===== config.mk =====
export PLATFORM = sky130hd
export DESIGN_NAME = tower_placer_control
export DESIGN_NICKNAME = d
export VERILOG_FILES = /design/src/rtl/tower_placer_control.sv
export SDC_FILE = /design/constraint.sdc
export NUM_CORES = 1
export LEC_CHECK = 0
export ABC_AREA = 1
export CORE_MARGIN = 1.5
export CORE_UTILIZATION = 53
export CTS_CLUSTER_SIZE = 10
export DETAILED_ROUTE_END_ITERATION = 6
export MAX_ROUTING_LAYER = met4
export PLACE_DENSITY_LB_ADDON = 0.2
export SYNTH_ARGS = -nofsm -noshare
export SYNTH_HDL_FRONTEND = slang
export SYNTH_SLANG_ARGS = --single-unit

===== constraint.sdc =====
create_clock -name clk -period 2.43 [get_ports clk]
set_clock_uncertainty 0.15 [all_clocks]
set_input_delay 0.3645 -clock clk [delete_from_list [all_inputs] [get_ports clk]]
set_output_delay 0.3645 -clock clk [all_outputs]
set_load 0.1 [all_outputs]

===== src/rtl/tower_placer_control.sv =====
// ============================================================================
// tower_placer_control: key-driven control FSM for the tower-placer datapath.
// Optional build macro: TOWER_PLACER_CMD_QUEUE_EN (one-entry pending command).
// Revision: 1.0
// ============================================================================
`default_nettype none

module tower_placer_control #(
    parameter int SYNC_STAGES  = 2,
    parameter int DONE_TIMEOUT = 4096,
    parameter int TO_W         = 13
) (
    input  logic       clk,
    input  logic       resetn,
    input  logic       key_right_n,
    input  logic       key_down_n,
    input  logic       key_place_n,
    input  logic       valid,
    input  logic       square_done,
    input  logic       erase_square_done,
    input  logic       tower_done,
    output logic       top_left,
    output logic       draw_square,
    output logic       move_right,
    output logic       move_down,
    output logic       move_right_wait,
    output logic       move_down_wait,
    output logic       erase_square_right,
    output logic       erase_square_down,
    output logic       erase_square_tower,
    output logic       draw_tower,
    output logic       busy,
    output logic       fault,
    output logic [3:0] state_dbg
);

    typedef enum logic [3:0] {
        S_TOP_LEFT    = 4'd0,
        S_DRAW_SQ     = 4'd1,
        S_IDLE        = 4'd2,
        S_ERASE_R     = 4'd3,
        S_MOVE_R      = 4'd4,
        S_MOVE_R_WAIT = 4'd5,
        S_ERASE_D     = 4'd6,
        S_MOVE_D      = 4'd7,
        S_MOVE_D_WAIT = 4'd8,
        S_ERASE_T     = 4'd9,
        S_DRAW_T      = 4'd10
    } state_t;

    localparam logic [TO_W-1:0] c_timeout = TO_W'(DONE_TIMEOUT);

    state_t          state_q, state_d;
    logic [TO_W-1:0] cnt_q, cnt_d;
    logic [2:0]      keys_n;
    logic [2:0]      press;
    logic [1:0]      cmd_fresh;
    logic [1:0]      cmd_sel;
    logic            waiting;

    assign keys_n = {key_place_n, key_down_n, key_right_n};

    // Synchroniser, then a registered falling-edge detector per key.
    for (genvar g = 0; g < 3; g++) begin : g_key
        logic [SYNC_STAGES-1:0] sync_q, sync_d;
        logic                   prev_q, prev_d;
        logic                   pulse_q, pulse_d;

        always_comb begin
            sync_d  = {sync_q[SYNC_STAGES-2:0], keys_n[g]};
            prev_d  = sync_q[SYNC_STAGES-1];
            pulse_d = prev_q & ~sync_q[SYNC_STAGES-1];
        end

        always_ff @(posedge clk or negedge resetn) begin
            if (!resetn) begin
                sync_q  <= '1;
                prev_q  <= 1'b1;
                pulse_q <= 1'b0;
            end else begin
                sync_q  <= sync_d;
                prev_q  <= prev_d;
                pulse_q <= pulse_d;
            end
        end

        assign press[g] = pulse_q;
    end

    // Command codes double as priorities: place(3) > right(2) > down(1).
    assign cmd_fresh = press[2] ? 2'd3 :
                       press[0] ? 2'd2 :
                       press[1] ? 2'd1 : 2'd0;

    assign waiting = state_q inside {S_DRAW_SQ, S_ERASE_R, S_ERASE_D, S_ERASE_T,
                                     S_MOVE_R, S_MOVE_D, S_DRAW_T};
    assign fault   = waiting && (cnt_q == c_timeout);

`ifdef TOWER_PLACER_CMD_QUEUE_EN
    logic [1:0] pend_q, pend_d;

    always_comb begin
        pend_d = pend_q;
        if (fault || state_q == S_IDLE) begin
            pend_d = 2'd0;
        end else if (cmd_fresh > pend_q) begin
            pend_d = cmd_fresh;
        end
    end

    always_ff @(posedge clk or negedge resetn) begin
        if (!resetn) begin
            pend_q <= 2'd0;
        end else begin
            pend_q <= pend_d;
        end
    end

    assign cmd_sel = (pend_q > cmd_fresh) ? pend_q : cmd_fresh;
`else
    assign cmd_sel = cmd_fresh;
`endif

    always_comb begin
        state_d = state_q;
        case (state_q)
            S_TOP_LEFT:    state_d = S_DRAW_SQ;
            S_DRAW_SQ:     if (square_done) state_d = S_IDLE;
            S_IDLE: begin
                case (cmd_sel)
                    2'd3:    state_d = S_ERASE_T;
                    2'd2:    state_d = S_ERASE_R;
                    2'd1:    state_d = S_ERASE_D;
                    default: state_d = S_IDLE;
                endcase
            end
            S_ERASE_R:     if (erase_square_done) state_d = S_MOVE_R;
            S_MOVE_R:      if (valid) state_d = S_MOVE_R_WAIT;
            S_MOVE_R_WAIT: state_d = S_DRAW_SQ;
            S_ERASE_D:     if (erase_square_done) state_d = S_MOVE_D;
            S_MOVE_D:      if (valid) state_d = S_MOVE_D_WAIT;
            S_MOVE_D_WAIT: state_d = S_DRAW_SQ;
            S_ERASE_T:     if (erase_square_done) state_d = S_DRAW_T;
            S_DRAW_T:      if (tower_done) state_d = S_DRAW_SQ;
            default:       state_d = S_TOP_LEFT;
        endcase
        if (fault) begin
            state_d = S_TOP_LEFT;
        end

        cnt_d = '0;
        if (waiting && state_d == state_q) begin
            cnt_d = cnt_q + TO_W'(1);
        end
    end

    always_ff @(posedge clk or negedge resetn) begin
        if (!resetn) begin
            state_q <= S_TOP_LEFT;
            cnt_q   <= '0;
        end else begin
            state_q <= state_d;
            cnt_q   <= cnt_d;
        end
    end

    always_comb begin
        top_left           = 1'b0;
        draw_square        = 1'b0;
        move_right         = 1'b0;
        move_down          = 1'b0;
        move_right_wait    = 1'b0;
        move_down_wait     = 1'b0;
        erase_square_right = 1'b0;
        erase_square_down  = 1'b0;
        erase_square_tower = 1'b0;
        draw_tower         = 1'b0;
        case (state_q)
            S_TOP_LEFT:    top_left           = 1'b1;
            S_DRAW_SQ:     draw_square        = 1'b1;
            S_ERASE_R:     erase_square_right = 1'b1;
            S_MOVE_R:      move_right         = 1'b1;
            S_MOVE_R_WAIT: move_right_wait    = 1'b1;
            S_ERASE_D:     erase_square_down  = 1'b1;
            S_MOVE_D:      move_down          = 1'b1;
            S_MOVE_D_WAIT: move_down_wait     = 1'b1;
            S_ERASE_T:     erase_square_tower = 1'b1;
            S_DRAW_T:      draw_tower         = 1'b1;
            default:       ;
        endcase
    end

    assign busy      = (state_q != S_IDLE);
    assign state_dbg = state_q;

endmodule

`default_nettype wire


==> metrics <==
outcome finished clean; Post-DRT Antenna Nets 0; final hold violations 0; Sink Count 29; post-synthesis net count around 220; H-Tree Depth 2; final slew viol count 0; worst skew pair latency 0.33 ns; row count 20; fraction of layout instances using a drive strength above 1 32.65%; DRC errors left 0; diodes inserted 0; placed cell count between 200 and 300; synth unique cells 23; largest net degree at the start of global routing 30; period utilisation layout 95.82%; clk root buf clkbuf_4; Die Area around 3500 um^2; total track usage 22.15%; CP startpoint kind flop; register bit total from synthesis 29; CP required 1.92 ns; Power Dens Cells around 1300 nW/um^2; CP arrival 1.81 ns; ys flop type dfrtp_1; initial antenna violation count 0; starting density of the core 55.00%; synthesis warning total 0; max_cap viols 0; clock-pin slew on the worst setup and hold paths 0.09 ns; drt pass-1 iters 4; synthesized area 1665 um^2; post-DR wirelength/cell 11.52 um; Slew headroom about three quarters; Seq/Total Area, Yosys 44.25%; CTS tree built; Post-synth EDFFs 0; Max Freq roughly 430 MHz; drt total wl 3330 um; GR Overflow Total 0; # port buffers 24; hold_buf cts 0; crit path time final around 2.3 ns; die height 59.06 um; Leakage ~1.1 nW; Setup WS pre-CTS 0.2078 ns; Peak supply drop 0.0005046 V; RSZ-0062 raised after global routing no; Setup TNS Final 0 ns; Synth-to-Final Area Change 34.94%; fin util 74.21%; Hold Crit Class flop to flop; Ports 25; total power 2.924 mW; total CTS buffers 5; most common cell after layout, fill and taps aside nand2_1; critical path peak fanout 6; detailed-route via count roughly 1,400; Via-to-Cell Ratio 4.896; Slew @ Worst Pin 0.3771 ns; CP endpoint kind primary output; DIE WIDTH 59.06 um; Final Wtd Congestion 0.9598; Syn Area/Cell 8.006 um^2; Post-DP HPWL 2497 um; PnR worst setup slack 0.1016 ns; Crit Path Class flop to primary output; first-pass GRT wire length 5464 um; core box area 3028 um^2; Cells after Synth 208; Non-Filler Instances 289; Async SR Flop Fraction 100.0%; Final nets 255; vias in the first global route 1,279; most frequent cells in the layout 39 x nand2_1, 30 x inv_1, 27 x nor2_1; number of DRC markers in iteration 0 53; Setup Viol. Count Final 0; Clock Tree Buf Depth 2
-- state kept, by name, indices dropped and copies added, names as in the netlist --
register / flops
cnt_q: 13
g_key.prev_q: 3
g_key.pulse_q: 3
g_key.sync_q: 6
state_dbg: 4
-- cell families (layout without fill, tap and decap cells) --
logic type | Yosys count | count (layout) | synth area share [%]
simple gates | 129 | 129 | 39.37
flops | 29 | 29 | 44.25
fa+ha+maj | 2 | 2 | 1.502
xor+xnor | 10 | 10 | 5.260
compound gates | 2 | 2 | 0.6005
buf+inv | 36 | 73 | 9.016
-- worst paths after layout --
kind | startpoint | endpoint | slack, ns | cells past startpoint
min | g_key[0].sync_q[0] | g_key[0].sync_q[1] | 0.21 | 0
max | state_dbg[3] | fault | 0.10 | 7
min in group asynchronous | resetn | cnt_q[5] | 0.25 | 2
max reg2reg | state_dbg[2] | cnt_q[8] | 0.20 | 11
max in group asynchronous | resetn | g_key[1].prev_q | 1.57 | 2
min reg2reg | g_key[0].sync_q[0] | g_key[0].sync_q[1] | 0.21 | 0
-- cell type report --
| cell class | count | area (um^2) |
|---|---|---|
| clock inverter | 2 | 37.54 |
| clock buffer | 6 | 51.30 |
| inverter | 34 | 132.6 |
| tap | 44 | 55.05 |
| fill | 229 | 780.7 |
| timing repair buffer | 31 | 390.4 |
| sequential | 29 | 752.0 |
| multi-input combinational | 143 | 828.3 |
-- critical path, stage by stage (launching register included) --
cell     delay [ns]
dfrtp_4        0.53
inv_4          0.10
nand2_1        0.12
o21ai_0        0.10
nand2_1        0.09
nand3_2        0.09
nor4b_4        0.25
buf_12         0.21
-- report_power, final --
group / switching [mW] / internal (mW) / total, mW
registers: 0.0692 / 0.553 / 0.622
clock network: 0.167 / 0.244 / 0.411
logic: 1.36 / 0.528 / 1.89
-- synth_stat cells, types with 4 or more instances --
cell type / n / area, um^2
nor2_1: 29 / 108.9
dfstp_2: 9 / 236.5
nand2_1: 43 / 161.4
xor2_1: 9 / 78.83
nand3_1: 23 / 115.1
nand2_2: 4 / 25.02
inv_1: 30 / 112.6
nor3_2: 12 / 120.1
dfrtp_1: 20 / 500.5
inv_2: 4 / 15.01
nand4_1: 4 / 25.02
nor2_2: 6 / 37.54
-- through the flow --
step                      hold WS, ns  instance area [um^2]
after global routing           0.2188                  2247
final                          0.2101                  2247
after detailed placement       0.1988                  2106
after global placement         0.1958                  2106
after floorplan              -0.08109                  1728
after CTS                      0.2128                  2195
-- routing by layer --
metal  vias up  GRT usage (%)  wire length [um]
li1        721              -                 -
met4         0          11.04                83
met1       650          25.89              1379
met3         8          6.114               140
met2        36          35.08              1727
met5         -              -                 0
-- timing repair --
item,CTS,global route
buffers inserted,0,6
setup endpoints to repair,0,1
resized for setup,0,2
endpoints found under the hold margin,0,0
No activity file was read; power rests on OpenSTA's default activity.
